===== src/rtl/fetch_unit_if.sv =====
// Fetch-unit bus bundle: memory read port plus the decoder-facing handshake.
// The master modport is the fetch unit; the slave modport is memory and decoder.
interface fetch_unit_if #(
  parameter int unsigned REG_WIDTH  = 8,
  parameter int unsigned ADDR_WIDTH = 16
);

  logic [ADDR_WIDTH-1:0] mem_addr;
  logic                  mem_rd;
  logic [REG_WIDTH-1:0]  mem_rdata;
  logic [REG_WIDTH-1:0]  x_in;
  logic [REG_WIDTH-1:0]  y_in;
  logic [REG_WIDTH-1:0]  instruction;
  logic [ADDR_WIDTH-1:0] addr;
  logic [REG_WIDTH-1:0]  operand;
  logic                  instruction_ready;
  logic                  instruction_done;
  logic                  pc_load;
  logic [ADDR_WIDTH-1:0] pc_load_value;
  logic [ADDR_WIDTH-1:0] pc;

  modport master (
    output mem_addr,
    output mem_rd,
    input  mem_rdata,
    input  x_in,
    input  y_in,
    output instruction,
    output addr,
    output operand,
    output instruction_ready,
    input  instruction_done,
    input  pc_load,
    input  pc_load_value,
    output pc
  );

  modport slave (
    input  mem_addr,
    input  mem_rd,
    output mem_rdata,
    output x_in,
    output y_in,
    input  instruction,
    input  addr,
    input  operand,
    input  instruction_ready,
    output instruction_done,
    output pc_load,
    output pc_load_value,
    input  pc
  );

endinterface


===== src/rtl/fetch_unit.sv =====
// 6502 fetch stage: reads opcode/operands at pc, resolves the effective address.
// Define FETCH_RESET_VECTOR_EN to load pc from FFFC/FFFD after reset instead of RESET_PC.
module fetch_unit #(
  parameter int unsigned           REG_WIDTH  = 8,
  parameter int unsigned           ADDR_WIDTH = 16,
  parameter logic [ADDR_WIDTH-1:0] RESET_PC   = ADDR_WIDTH'(16'h0600)
) (
  input  logic         clk,
  input  logic         reset,
  fetch_unit_if.master bus
);

  typedef enum logic [3:0] {
    S_OP,
    S_DEC,
    S_LO,
    S_HI,
    S_PLO,
    S_PHI,
    S_READY,
    S_VLO,
    S_VHI,
    S_VPC
  } state_e;

  typedef enum logic [3:0] {
    M_IMP,
    M_IMM,
    M_ZP,
    M_ZPX,
    M_ZPY,
    M_ABS,
    M_ABSX,
    M_ABSY,
    M_INDX,
    M_INDY
  } mode_e;

  localparam logic [ADDR_WIDTH-1:0] ONE_A   = ADDR_WIDTH'(1);
  localparam logic [REG_WIDTH-1:0]  ONE_R   = REG_WIDTH'(1);
  localparam logic [ADDR_WIDTH-1:0] VEC_LO  = ADDR_WIDTH'(16'hFFFC);
  localparam logic [ADDR_WIDTH-1:0] VEC_HI  = ADDR_WIDTH'(16'hFFFD);

  state_e                state_q, state_d;
  mode_e                 mode_q, mode_d, dec_mode;
  logic [ADDR_WIDTH-1:0] pc_q, pc_d;
  logic [ADDR_WIDTH-1:0] mem_addr_q, mem_addr_d;
  logic [REG_WIDTH-1:0]  instr_q, instr_d;
  logic [ADDR_WIDTH-1:0] addr_q, addr_d;
  logic [REG_WIDTH-1:0]  operand_q, operand_d;
  logic                  ready_q, ready_d;
  logic [REG_WIDTH-1:0]  lo_q, lo_d;
  logic [REG_WIDTH-1:0]  plo_q, plo_d;

  logic                  mem_rd_c;
  logic [ADDR_WIDTH-1:0] mem_addr_c;
  logic [REG_WIDTH-1:0]  idx;
  logic [REG_WIDTH-1:0]  zp_sum;

  // Addressing mode from the {aaa,bbb,cc} opcode fields.
  function automatic mode_e decode_mode(input logic [REG_WIDTH-1:0] op);
    logic [2:0] aaa;
    logic [2:0] bbb;
    logic [1:0] cc;
    logic       use_y;
    mode_e      m;
    aaa   = op[7:5];
    bbb   = op[4:2];
    cc    = op[1:0];
    use_y = (cc == 2'b10) && ((aaa == 3'b100) || (aaa == 3'b101));
    m     = M_IMP;
    if (cc == 2'b01) begin
      case (bbb)
        3'b000:  m = M_INDX;
        3'b001:  m = M_ZP;
        3'b010:  m = M_IMM;
        3'b011:  m = M_ABS;
        3'b100:  m = M_INDY;
        3'b101:  m = M_ZPX;
        3'b110:  m = M_ABSY;
        default: m = M_ABSX;
      endcase
    end else if (cc != 2'b11) begin
      case (bbb)
        3'b000:  m = M_IMM;
        3'b001:  m = M_ZP;
        3'b011:  m = M_ABS;
        3'b101:  m = use_y ? M_ZPY : M_ZPX;
        3'b111:  m = use_y ? M_ABSY : M_ABSX;
        default: m = M_IMP;
      endcase
    end
    return m;
  endfunction

  // State and datapath registers.
  always_ff @(posedge clk) begin
    if (reset) begin
`ifdef FETCH_RESET_VECTOR_EN
      state_q <= S_VLO;
`else
      state_q <= S_OP;
`endif
      mode_q     <= M_IMP;
      pc_q       <= RESET_PC;
      mem_addr_q <= '0;
      instr_q    <= '0;
      addr_q     <= '0;
      operand_q  <= '0;
      ready_q    <= 1'b0;
      lo_q       <= '0;
      plo_q      <= '0;
    end else begin
      state_q    <= state_d;
      mode_q     <= mode_d;
      pc_q       <= pc_d;
      mem_addr_q <= mem_addr_d;
      instr_q    <= instr_d;
      addr_q     <= addr_d;
      operand_q  <= operand_d;
      ready_q    <= ready_d;
      lo_q       <= lo_d;
      plo_q      <= plo_d;
    end
  end

  // Next state, datapath updates and the memory read port.
  // The read port is combinational: the read issued in S_DEC depends on the opcode
  // arriving in that same cycle. mem_addr_q remembers the last issued address.
  always_comb begin
    state_d    = state_q;
    mode_d     = mode_q;
    pc_d       = pc_q;
    mem_addr_d = mem_addr_q;
    instr_d    = instr_q;
    addr_d     = addr_q;
    operand_d  = operand_q;
    ready_d    = ready_q;
    lo_d       = lo_q;
    plo_d      = plo_q;
    mem_rd_c   = 1'b0;
    mem_addr_c = mem_addr_q;
    idx        = '0;
    zp_sum     = '0;
    dec_mode   = decode_mode(bus.mem_rdata);

    case (state_q)
      S_OP: begin
        mem_rd_c   = 1'b1;
        mem_addr_c = pc_q;
        pc_d       = pc_q + ONE_A;
        state_d    = S_DEC;
      end

      S_DEC: begin
        instr_d = bus.mem_rdata;
        mode_d  = dec_mode;
        if (dec_mode == M_IMP) begin
          ready_d = 1'b1;
          state_d = S_READY;
        end else begin
          mem_rd_c   = 1'b1;
          mem_addr_c = pc_q;
          pc_d       = pc_q + ONE_A;
          state_d    = S_LO;
        end
      end

      S_LO: begin
        lo_d   = bus.mem_rdata;
        idx    = (mode_q == M_ZPY) ? bus.y_in : bus.x_in;
        zp_sum = bus.mem_rdata + idx;
        case (mode_q)
          M_IMM: begin
            operand_d = bus.mem_rdata;
            addr_d    = pc_q - ONE_A;
            ready_d   = 1'b1;
            state_d   = S_READY;
          end
          M_ZP: begin
            addr_d  = ADDR_WIDTH'(bus.mem_rdata);
            ready_d = 1'b1;
            state_d = S_READY;
          end
          M_ZPX, M_ZPY: begin
            addr_d  = ADDR_WIDTH'(zp_sum);
            ready_d = 1'b1;
            state_d = S_READY;
          end
          M_ABS, M_ABSX, M_ABSY: begin
            mem_rd_c   = 1'b1;
            mem_addr_c = pc_q;
            pc_d       = pc_q + ONE_A;
            state_d    = S_HI;
          end
          M_INDX: begin
            mem_rd_c   = 1'b1;
            mem_addr_c = ADDR_WIDTH'(zp_sum);
            state_d    = S_PLO;
          end
          M_INDY: begin
            mem_rd_c   = 1'b1;
            mem_addr_c = ADDR_WIDTH'(bus.mem_rdata);
            state_d    = S_PLO;
          end
          default: begin
            ready_d = 1'b1;
            state_d = S_READY;
          end
        endcase
      end

      S_HI: begin
        idx     = (mode_q == M_ABSX) ? bus.x_in : ((mode_q == M_ABSY) ? bus.y_in : '0);
        addr_d  = ADDR_WIDTH'({bus.mem_rdata, lo_q}) + ADDR_WIDTH'(idx);
        ready_d = 1'b1;
        state_d = S_READY;
      end

      S_PLO: begin
        // Pointer high byte comes from the next zero-page location, wrapping within page 0.
        plo_d      = bus.mem_rdata;
        zp_sum     = mem_addr_q[REG_WIDTH-1:0] + ONE_R;
        mem_rd_c   = 1'b1;
        mem_addr_c = ADDR_WIDTH'(zp_sum);
        state_d    = S_PHI;
      end

      S_PHI: begin
        idx     = (mode_q == M_INDY) ? bus.y_in : '0;
        addr_d  = ADDR_WIDTH'({bus.mem_rdata, plo_q}) + ADDR_WIDTH'(idx);
        ready_d = 1'b1;
        state_d = S_READY;
      end

      S_READY: begin
        if (bus.instruction_done) begin
          ready_d = 1'b0;
          pc_d    = bus.pc_load ? bus.pc_load_value : pc_q;
          state_d = S_OP;
        end
      end

`ifdef FETCH_RESET_VECTOR_EN
      S_VLO: begin
        mem_rd_c   = 1'b1;
        mem_addr_c = VEC_LO;
        state_d    = S_VHI;
      end

      S_VHI: begin
        lo_d       = bus.mem_rdata;
        mem_rd_c   = 1'b1;
        mem_addr_c = VEC_HI;
        state_d    = S_VPC;
      end

      S_VPC: begin
        pc_d    = ADDR_WIDTH'({bus.mem_rdata, lo_q});
        state_d = S_OP;
      end
`endif

      default: state_d = S_OP;
    endcase

    if (mem_rd_c) begin
      mem_addr_d = mem_addr_c;
    end

    // No read may escape while reset is held; the address shows the cleared register.
    if (reset) begin
      mem_rd_c   = 1'b0;
      mem_addr_c = mem_addr_q;
    end
  end

  assign bus.mem_rd            = mem_rd_c;
  assign bus.mem_addr          = mem_addr_c;
  assign bus.instruction       = instr_q;
  assign bus.addr              = addr_q;
  assign bus.operand           = operand_q;
  assign bus.instruction_ready = ready_q;
  assign bus.pc                = pc_q;

`ifndef FETCH_RESET_VECTOR_EN
  logic unused_vec;
  assign unused_vec = ^{VEC_LO, VEC_HI};
`endif

endmodule


===== src/flat_wrapper.sv =====
// flat-port wrapper written by rule: the top's interface ports become plain ports
module fetch_unit_flat 
#(
  parameter int unsigned           REG_WIDTH  = 8,
  parameter int unsigned           ADDR_WIDTH = 16,
  parameter logic [ADDR_WIDTH-1:0] RESET_PC   = ADDR_WIDTH'(16'h0600)
)
  (clk, reset, bus_mem_addr, bus_mem_rd, bus_mem_rdata, bus_x_in, bus_y_in, bus_instruction, bus_addr, bus_operand, bus_instruction_ready, bus_instruction_done, bus_pc_load, bus_pc_load_value, bus_pc);
  fetch_unit_if #(.REG_WIDTH(REG_WIDTH), .ADDR_WIDTH(ADDR_WIDTH)) bus_i ();
  input  logic clk;
  input  logic reset;
  output wire logic [$bits(bus_i.mem_addr)-1:0] bus_mem_addr;
  output wire logic [$bits(bus_i.mem_rd)-1:0] bus_mem_rd;
  input wire logic [$bits(bus_i.mem_rdata)-1:0] bus_mem_rdata;
  input wire logic [$bits(bus_i.x_in)-1:0] bus_x_in;
  input wire logic [$bits(bus_i.y_in)-1:0] bus_y_in;
  output wire logic [$bits(bus_i.instruction)-1:0] bus_instruction;
  output wire logic [$bits(bus_i.addr)-1:0] bus_addr;
  output wire logic [$bits(bus_i.operand)-1:0] bus_operand;
  output wire logic [$bits(bus_i.instruction_ready)-1:0] bus_instruction_ready;
  input wire logic [$bits(bus_i.instruction_done)-1:0] bus_instruction_done;
  input wire logic [$bits(bus_i.pc_load)-1:0] bus_pc_load;
  input wire logic [$bits(bus_i.pc_load_value)-1:0] bus_pc_load_value;
  output wire logic [$bits(bus_i.pc)-1:0] bus_pc;
  assign bus_mem_addr = bus_i.mem_addr;
  assign bus_mem_rd = bus_i.mem_rd;
  assign bus_i.mem_rdata = bus_mem_rdata;
  assign bus_i.x_in = bus_x_in;
  assign bus_i.y_in = bus_y_in;
  assign bus_instruction = bus_i.instruction;
  assign bus_addr = bus_i.addr;
  assign bus_operand = bus_i.operand;
  assign bus_instruction_ready = bus_i.instruction_ready;
  assign bus_i.instruction_done = bus_instruction_done;
  assign bus_i.pc_load = bus_pc_load;
  assign bus_i.pc_load_value = bus_pc_load_value;
  assign bus_pc = bus_i.pc;
  fetch_unit #(.REG_WIDTH(REG_WIDTH), .ADDR_WIDTH(ADDR_WIDTH), .RESET_PC(RESET_PC)) u_core (.clk(clk), .reset(reset), .bus(bus_i));
endmodule

===== config.mk =====
export PLATFORM = sky130hd
export DESIGN_NAME = fetch_unit_flat
export DESIGN_NICKNAME = d
export VERILOG_FILES = /design/src/rtl/fetch_unit_if.sv /design/src/rtl/fetch_unit.sv /design/src/flat_wrapper.sv
export SDC_FILE = /design/constraint.sdc
export NUM_CORES = 1
export LEC_CHECK = 0
export ABC_CLOCK_PERIOD_IN_PS = 4630
export CORE_ASPECT_RATIO = 1.25
export CORE_MARGIN = 4
export CORE_UTILIZATION = 35
export CTS_CLUSTER_SIZE = 30
export DETAILED_ROUTE_END_ITERATION = 8
export GPL_ROUTABILITY_DRIVEN = 0
export HOLD_SLACK_MARGIN = 0.06
export PLACE_DENSITY = 0.57
export SLEW_MARGIN = 20
export SYNTH_ARGS = -nofsm -noshare
export SYNTH_HDL_FRONTEND = slang
export SYNTH_SLANG_ARGS = --single-unit

===== constraint.sdc =====
create_clock -name clk -period 4.63 [get_ports clk]
set_clock_uncertainty 0.2 [all_clocks]
set_input_delay 0.463 -clock clk [delete_from_list [all_inputs] [get_ports clk]]
set_output_delay 0.463 -clock clk [all_outputs]
set_load 0.05 [all_outputs]

==> results.ini, run 1 <==
[die]
die_w_um=132
num_io_pins=110
start_util=0.357
core-area_um2=18800
dieArea_um2=21500
num_rows=56
die_h_um=163

[timing]
layout_worst_path_cycle_share=0.937
hold_violations=0
final-setup-viol-count=0
worst_slack_ns=0.290
slew_headroom=0.433
fin_setup_tns_ns=0
worstMarginPinSlew_ns=0.843
max_freq_mhz=230
rsz0062_at_grt=no
finalCriticalPeriod_ns=4.34
slew_viol_final=0

[layout]
drive_gt1_frac=0.0982
diodes=0
syn_to_final_growth_pct=26.3
nets=1048

[synth]
yosysSeqAreaShare=0.263
synth_area_um2=6710
yosysTopAreaCell=dfxtp_1
synth-seq-cells=88
syn_area_per_cell_um2=7.51
synth_most_common_cell=nor2_1
synth_cell_type_count=79
yosys-top-cells-count=103 x nor2_1, 99 x nand2_1, 88 x dfxtp_1
netlist_instances=893
synth_flop_cell=dfxtp_1
synth_top_area_share=0.263
synthArstFlopShare=0
synth_edf_count=0
synth.net_count=968
yosys_warnings=0
synth_area_leaders=dfxtp_1 26%, nor2_1 5.8%, a21oi_1 5.6%

[cts]
clock_sinks=88
ctsHoldBuffers=0
insertion_delay_ns=0.35
cts_made_buffers=9
cts_tree=yes
h-tree-depth=3
clkSlewWorstSetupHoldPaths_ns=0.07
clockRootBuffer=clkbuf_16
clk_path_buf_depth=2

[global_route]
grt_pass1_vias=6817
grt_max_degree=48
grt_pass1_wl_um=38600
grt-ovfl-total=0
groute.usage.overall=0.227
antenna_found_initial=0

[placement]
hpwl_um=18500
pre_cts_slack_ns=0.466
port_buffers=109

[worst_setup_path]
reg2reg_from=u_core.mode_q[3]
reg2reg_slack_ns=0.95
endpoint_kind=primary output
crit_fanout=12
arrival_ns=3.68
startpoint_type=flop
critPathKind=flop to primary output
critical_path_required_ns=3.97
rr_worst_depth=12
r2r_end=u_core.bus.addr[12]

[min_path]
min_to=u_core.bus.instruction[6]
hold-path-cell-count=2
min_path_type=flop to flop
min_from=u_core.bus.instruction[6]

[power]
p_sw_frac=0.440
p_comb_frac=0.490
power_density_nw_per_um2=425
fin_total_pwr_w=0.00360
p_int_w=0.00201
p_clk_frac=0.233
leakagePower_nw=3.17
vdd_drop_max_uv=203
p_sw_w=0.00158
pwr-share-seq=0.277

[detailed_routing]
ant_nets=0
drtPass1Iterations=5
vias=7037
routed_wl_um=24700
post-route-drc-count=0
initialDrtViolationCount=629
viasPerCell=5.82
routedWlPerCell_um=20.4

[run]
maxCapViolations=0

[status]
outcome=complete, no violations

how the worst max path moves through the flow:
stage,endpoint,slack [ns],from
after global routing,bus_mem_addr[7],0.09,u_core.mode_q[2]
after global placement,bus_mem_addr[6],0.52,u_core.mode_q[2]
final,bus_mem_addr[4],0.29,u_core.mode_q[2]
after detailed placement,bus_mem_addr[6],0.47,u_core.mode_q[2]
after CTS,bus_mem_addr[6],0.06,u_core.mode_q[2]
after floorplan,bus_mem_addr[6],0.73,u_core.mode_q[0]
placed cells by master, fill, tap and decap left out, types with 10 or more instances in the layout:
| cell type | instances |
|---|---|
| nand3_1 | 25 |
| nand2_1 | 99 |
| a22oi_1 | 17 |
| mux2i_1 | 31 |
| mux2_2 | 10 |
| buf_12 | 14 |
| o22ai_1 | 15 |
| a21oi_1 | 75 |
| inv_1 | 23 |
| a211oi_1 | 15 |
| xor2_1 | 18 |
| ha_1 | 28 |
| a22o_1 | 11 |
| o21ai_0 | 46 |
| nand4_1 | 10 |
| clkdlybuf4s50_1 | 91 |
| and3_1 | 16 |
| buf_4 | 29 |
| dfxtp_1 | 88 |
| nor2_1 | 102 |
| nor3_1 | 29 |
| xnor2_1 | 19 |
routing by layer:
metal,GRT usage,routed length (um)
met4,0.0955,921
met1,0.292,10600
met3,0.0355,1310
met5,0,0
met2,0.380,11900
critical path, cell delays in order, from the launching register on:
cell	delay [ns]
dfxtp_1	0.53
nor4b_4	0.25
buf_4	0.20
mux2_2	0.16
ha_1	0.18
inv_1	0.07
fa_1	0.40
nand3b_1	0.21
and3b_1	0.20
o21ai_0	0.41
a31oi_1	0.15
o22ai_1	0.21
mux2_2	0.21
buf_12	0.14
power groups by stage:
stage          Sequential, W  Combinational (W)  Clock (W)
2_1_floorplan        0.00121           0.000953          0
3_3_place_gp         0.00101            0.00174          0
3_5_place_dp         0.00101            0.00174          0
4_1_cts             0.000997            0.00175   0.000847
5_1_grt              0.00101            0.00189   0.000882
6_report            0.000998            0.00176   0.000837
through the flow:
stage / cell area, um^2 / util / hold slack (ns) / instances
after floorplan: 6710 / - / 0.241 / 893
after detailed placement: 8120 / 0.432 / 0.248 / 1191
after global placement: 8120 / 0.432 / 0.244 / 1191
final: 8470 / 0.451 / 0.253 / 1210
after global routing: 8470 / 0.451 / 0.276 / 1210
after CTS: 8440 / 0.450 / 0.258 / 1207
sequential cells by signal, indices dropped and copies added, names as in the netlist:
register                      count
u_core.bus.addr                  16
u_core.bus.pc                    16
u_core.mem_addr_q                16
u_core.bus.instruction            8
u_core.bus.operand                8
u_core.lo_q                       8
u_core.plo_q                      8
u_core.mode_q                     4
u_core.state_q                    3
u_core.bus.instruction_ready      1
logic make-up (layout without fill, tap and decap cells):
| logic type | Yosys count | after routing | share of synthesized area |
|---|---|---|---|
| compound gates | 273 | 273 | 0.272 |
| xor+xnor | 38 | 38 | 0.0507 |
| fa+ha+maj | 31 | 31 | 0.0612 |
| buf+inv | 90 | 175 | 0.0558 |
| flops | 88 | 88 | 0.263 |
| mux | 41 | 41 | 0.0630 |
| simple gates | 332 | 332 | 0.234 |
layout make-up:
cell class                      count  area, um^2
Multi-Input combinational cell    715        4590
Tap cell                          232         290
Clock inverter                      6        90.1
Sequential cell                    88        1760
Fill cell                        1916       10300
Inverter                           24        90.1
Clock buffer                       10         239
Timing Repair Buffer              135        1410
what timing repair did:
action	4_1_cts	5_1_grt
buffers inserted	0	3
resized for setup	0	1
setup endpoints to repair	0	3
(Power assumes the default switching activity.)
==> run 2: changes to the inputs <==
--- a/config.mk
+++ b/config.mk
@@ -5,14 +5,16 @@
 export SDC_FILE = /design/constraint.sdc
 export NUM_CORES = 1
 export LEC_CHECK = 0
-export ABC_CLOCK_PERIOD_IN_PS = 4630
+export ABC_CLOCK_PERIOD_IN_PS = 5250
 export CORE_ASPECT_RATIO = 1.25
 export CORE_MARGIN = 4
 export CORE_UTILIZATION = 35
+export CTS_BUF_LIST = sky130_fd_sc_hd__clkbuf_8
 export CTS_CLUSTER_SIZE = 30
 export DETAILED_ROUTE_END_ITERATION = 8
 export GPL_ROUTABILITY_DRIVEN = 0
 export HOLD_SLACK_MARGIN = 0.06
+export MAX_ROUTING_LAYER = met4
 export PLACE_DENSITY = 0.57
 export SLEW_MARGIN = 20
 export SYNTH_ARGS = -nofsm -noshare
==> constraint.sdc (replaced) <==
create_clock -name clk -period 5.25 [get_ports clk]
set_clock_uncertainty 0.2 [all_clocks]
set_input_delay 0.525 -clock clk [delete_from_list [all_inputs] [get_ports clk]]
set_output_delay 0.525 -clock clk [all_outputs]
set_load 0.05 [all_outputs]
==> run 2 against run 1 <==
Compared with the run above:
- combinational power down 14%
- sequential power down 11%
- highest routed layer unchanged
- sequential share of layout area up 0.61 points
- critical endpoint is now bus_mem_addr[5]
- utilization down 1.3 points
- total power down 19%
- count of clock-buffer cells in the layout down 1
- design area down 2.8%
- register-to-register slack better by 0.35 ns
==> results.ini, run 2 (synthesis results as in run 1) <==
[die]
dieArea_um2=21500
num_rows=56
num_io_pins=110
core-area_um2=18800
die_h_um=163
start_util=0.357
die_w_um=132

[cts]
clockRootBuffer=clkbuf_8
h-tree-depth=3
clock_sinks=88
clk_path_buf_depth=2
post_cts.repair.setup_buffers=0
cts_tree=yes
cts_made_buffers=9
clkSlewWorstSetupHoldPaths_ns=0.10
insertion_delay_ns=0.41
cts_resized=0
ctsHoldBuffers=0

[power]
fin_total_pwr_w=0.00292
power_density_nw_per_um2=355
p_sw_w=0.00138
p_int_w=0.00154
leakagePower_nw=3.05
p_comb_frac=0.518
p_clk_frac=0.177
p_sw_frac=0.472
vdd_drop_max_uv=184
pwr-share-seq=0.305

[min_path]
min_path_type=flop to flop

[layout]
drive_gt1_frac=0.0875
layout.cells.most_common=nor2_1
nets=1041
final_cell_mix=102 x nor2_1, 99 x nand2_1, 94 x clkdlybuf4s50_1
syn_to_final_growth_pct=22.7
diodes=0
final_cells=1203
fill_cells=1933

[timing]
worstMarginPinSlew_ns=0.914
fin_setup_tns_ns=0
layout_worst_path_cycle_share=0.934
final-setup-viol-count=0
timing.hold.ws_ns=0.262
max_freq_mhz=204
slew_viol_final=0
hold_violations=0
rsz0062_at_grt=no
slew_headroom=0.391
finalCriticalPeriod_ns=4.91

[global_route]
grt_pass1_vias=6792
groute.usage.overall=0.230
antenna_found_initial=0
grt-ovfl-total=0
grt_max_degree=82
grt_pass1_wl_um=37800

[detailed_routing]
drtPass1Iterations=5
ant_nets=0
post-route-drc-count=0
initialDrtViolationCount=500
vias=7018
routed_wl_um=24700
viasPerCell=5.83
routedWlPerCell_um=20.5

[run]
maxCapViolations=0

[worst_setup_path]
crit_fanout=12
arrival_ns=4.18
startpoint_type=flop
endpoint_kind=primary output
critPathKind=flop to primary output
critical_path_required_ns=4.53

[status]
outcome=complete, no violations

[placement]
port_buffers=109
dp_cells=1187
hpwl_um=18300

[run 2: cell type report]
| class | instances | area (um^2) | share of cell area |
|---|---|---|---|
| Inverter | 24 | 90.1 | 0.0109 |
| Multi-Input combinational cell | 715 | 4580 | 0.557 |
| Tap cell | 232 | 290 | 0.0353 |
| Clock inverter | 7 | 77.6 | 0.00942 |
| Clock buffer | 9 | 124 | 0.0150 |
| Sequential cell | 88 | 1760 | 0.214 |
| Timing Repair Buffer | 128 | 1310 | 0.159 |
[run 2: worst paths after layout]
check	from	end	slack, ns	depth (start not counted)
max	u_core.mode_q[2]	bus_mem_addr[5]	0.34	10
min reg2reg	u_core.bus.instruction[3]	u_core.bus.instruction[3]	0.26	2
max reg2reg	u_core.mode_q[3]	u_core.bus.addr[13]	1.30	8
min	u_core.bus.instruction[3]	u_core.bus.instruction[3]	0.26	2
[run 2: routing by layer]
| metal | vias up | GRT usage | part of all wire |
|---|---|---|---|
| li1 | 3409 | - | - |
| met1 | 3320 | 0.273 | 0.43 |
| met2 | 236 | 0.390 | 0.49 |
| met3 | 53 | 0.0383 | 0.048 |
| met4 | 0 | 0.0931 | 0.034 |
| met5 | - | - | 0 |
[run 2: metrics by stage]
step	instance area (um^2)	utilization	setup WS [ns]
detailed placement	8030	0.428	0.841
finish	8230	0.438	0.344
global route	8230	0.438	0.126
floorplan	6710	-	1.29
global placement	8030	0.428	0.874
CTS	8230	0.438	0.386
[run 2: worst max-delay path, cell delays in order, from the launching register on]
cell and delay [ns]:
dfxtp_1 0.55, nor4b_4 0.57, mux2_2 0.41, ha_1 0.34, o211ai_1 0.09, o21ai_0 0.28
xor2_1 0.30, nand2_1 0.11, o2111a_1 0.16, a21oi_1 0.15, clkdlybuf4s50_1 0.82
[run 2: power by group through the flow]
stage	combinational [W]	sequential (W)	clock, W
floorplan	0.000840	0.00107	0
global placement	0.00150	0.000904	0
detailed placement	0.00150	0.000907	0
CTS	0.00151	0.000892	0.000527
global route	0.00161	0.000906	0.000549
finish	0.00151	0.000892	0.000517
==> run 3: changes to the inputs <==
--- a/config.mk
+++ b/config.mk
@@ -5,7 +5,7 @@
 export SDC_FILE = /design/constraint.sdc
 export NUM_CORES = 1
 export LEC_CHECK = 0
-export ABC_CLOCK_PERIOD_IN_PS = 5250
+export ABC_CLOCK_PERIOD_IN_PS = 6200
 export CORE_ASPECT_RATIO = 1.25
 export CORE_MARGIN = 4
 export CORE_UTILIZATION = 35
@@ -16,7 +16,7 @@
 export HOLD_SLACK_MARGIN = 0.06
 export MAX_ROUTING_LAYER = met4
 export PLACE_DENSITY = 0.57
-export SLEW_MARGIN = 20
 export SYNTH_ARGS = -nofsm -noshare
 export SYNTH_HDL_FRONTEND = slang
 export SYNTH_SLANG_ARGS = --single-unit
+export TNS_END_PERCENT = 10
==> constraint.sdc (replaced) <==
create_clock -name clk -period 6.2 [get_ports clk]
set_clock_uncertainty 0.2 [all_clocks]
set_input_delay 0.62 -clock clk [delete_from_list [all_inputs] [get_ports clk]]
set_output_delay 0.62 -clock clk [all_outputs]
set_load 0.05 [all_outputs]
==> run 3 against run 2 <==
Compared with the run above:
- non-clock buffer count down 5
- sequential share of layout area grew 0.39 points
- via count up 0.83%
- die area unchanged
- count of clock-buffer cells in the layout did not move
- utilization decreased by 0.78 points
- critical path depth increased by 2
- cell count is 0.42% lower
- design area decreased by 1.8%
- worst setup slack better by 0.42 ns
- flip-flop and latch count unchanged
==> results.ini, run 3 (synthesis results as in run 1) <==
[worst_setup_path]
arrival_ns=4.61
timing.critical_path.mode_cell=mux2_2
path_buf_inv=2
cp_top_family=simple AND/OR/NAND/NOR gates
critPathKind=flop to primary output
crit_fanout=12
slowest_delay_ns=0.80
critical_path_required_ns=5.38
critPathSlowestCell=clkdlybuf4s50_1
startpoint_type=flop
cp_cell_sequence=nor4b_4 > mux2_2 > ha_1 > inv_1 > fa_1 > nand3b_1 > and3b_1 > o21ai_0 > a31oi_1 > o22ai_1 > mux2_2 > clkdlybuf4s50_1
endpoint_kind=primary output

[cts]
clk_path_buf_depth=2
cts_tree=yes
ctsHoldBuffers=0
insertion_delay_ns=0.40
post_cts.repair.setup_buffers=0
clockRootBuffer=clkbuf_8
cts_resized=0
h-tree-depth=3
clkSlewWorstSetupHoldPaths_ns=0.10
clock_sinks=88
cts_made_buffers=9

[layout]
layout.cells.most_common=clkdlybuf4s50_1
final_area_um2=8090
syn_to_final_growth_pct=20.5
final_cell_mix=108 x clkdlybuf4s50_1, 102 x nor2_1, 99 x nand2_1
drive_gt1_frac=0.0673
fill_cells=2002
nets=1036
diodes=0

[power]
power_density_nw_per_um2=297
leakagePower_nw=2.96
vdd_drop_max_uv=157
fin_total_pwr_w=0.00240

[global_route]
antenna_found_initial=0
grt_max_degree=46
grt_pass1_wl_um=38600
groute.usage.overall=0.233
grt-ovfl-total=0
grt_pass1_vias=6802

[timing]
slew_headroom=0.312
rsz0062_at_grt=no
worstMarginPinSlew_ns=1.03
slew_viol_final=0
final-setup-viol-count=0
hold_violations=0
max_freq_mhz=184
finalCriticalPeriod_ns=5.43
timing.hold.ws_ns=0.258
layout_worst_path_cycle_share=0.876
fin_setup_tns_ns=0

[die]
start_util=0.357
die_h_um=163
num_io_pins=110
die_w_um=132
dieArea_um2=21500
num_rows=56
core-area_um2=18800

[detailed_routing]
drtPass1Iterations=5
vias=7076
ant_nets=0
routedWlPerCell_um=20.5
viasPerCell=5.91
post-route-drc-count=0
routed_wl_um=24500
initialDrtViolationCount=640

[run]
maxCapViolations=0

[placement]
postPlaceCellArea_um2=7920
hpwl_um=18100
port_buffers=109

[status]
outcome=complete, no violations

[min_path]
min_path_type=flop to flop

run 3: cell count changes in the layout (fill, tap and decap cells not counted), sizes merged:
cell	before	now
clkinvlp	1	2
clkinv	3	2
buf	34	15
clkdlybuf4s50	94	108
inv	26	27
bufinv	1	0
run 3: layout make-up:
class / instances / area [um^2] / share of cell area
Multi-Input combinational cell: 715 / 4580 / 0.567
Sequential cell: 88 / 1760 / 0.218
Timing Repair Buffer: 123 / 1190 / 0.147
Tap cell: 232 / 290 / 0.0359
Clock buffer: 9 / 124 / 0.0153
Inverter: 24 / 90.1 / 0.0111
Clock inverter: 7 / 46.3 / 0.00573
run 3: layer usage:
metal  wire length [um]  vias to the layer above  part of all wire  global-route usage
li1                   -                     3405                 -                   -
met1              10700                     3345              0.44               0.295
met2              11700                      273              0.48               0.375
met3               1260                       53             0.052              0.0256
met4                928                        0             0.038               0.109
met5                  0                        -                 0                   -
run 3: per-stage QoR:
step | util | instances | setup slack (ns)
floorplan | - | 893 | 2.15
global placement | 0.422 | 1182 | 1.31
detailed placement | 0.422 | 1182 | 1.26
CTS | 0.431 | 1198 | 0.824
global route | 0.431 | 1198 | 0.489
finish | 0.431 | 1198 | 0.768
run 3: path summary, 6_finish.rpt:
kind	from	endpoint	slack (ns)	cells past startpoint
worst min register to register	u_core.bus.instruction[2]	u_core.bus.instruction[2]	0.26	2
worst max-delay path	u_core.mode_q[2]	bus_mem_addr[4]	0.77	12
worst max register to register	u_core.mode_q[3]	u_core.bus.addr[13]	2.30	8
worst min-delay path	u_core.bus.instruction[2]	u_core.bus.instruction[2]	0.26	2
run 3: worst min-delay path, delay by kind of cell (launching register included):
kind | cells | cell delay [ns]
AO/OA/AOI/OAI | 1 | 0.05
flip-flops | 1 | 0.32
AND/OR/NAND/NOR | 1 | 0.05
run 3: power by group:
group / switching [W] / internal (W) / total [W]
Clock: 0.000242 / 0.000146 / 0.000388
Combinational: 0.000808 / 0.000445 / 0.00125
Sequential: 0.000105 / 0.000651 / 0.000755
Total: 0.00116 / 0.00124 / 0.00240
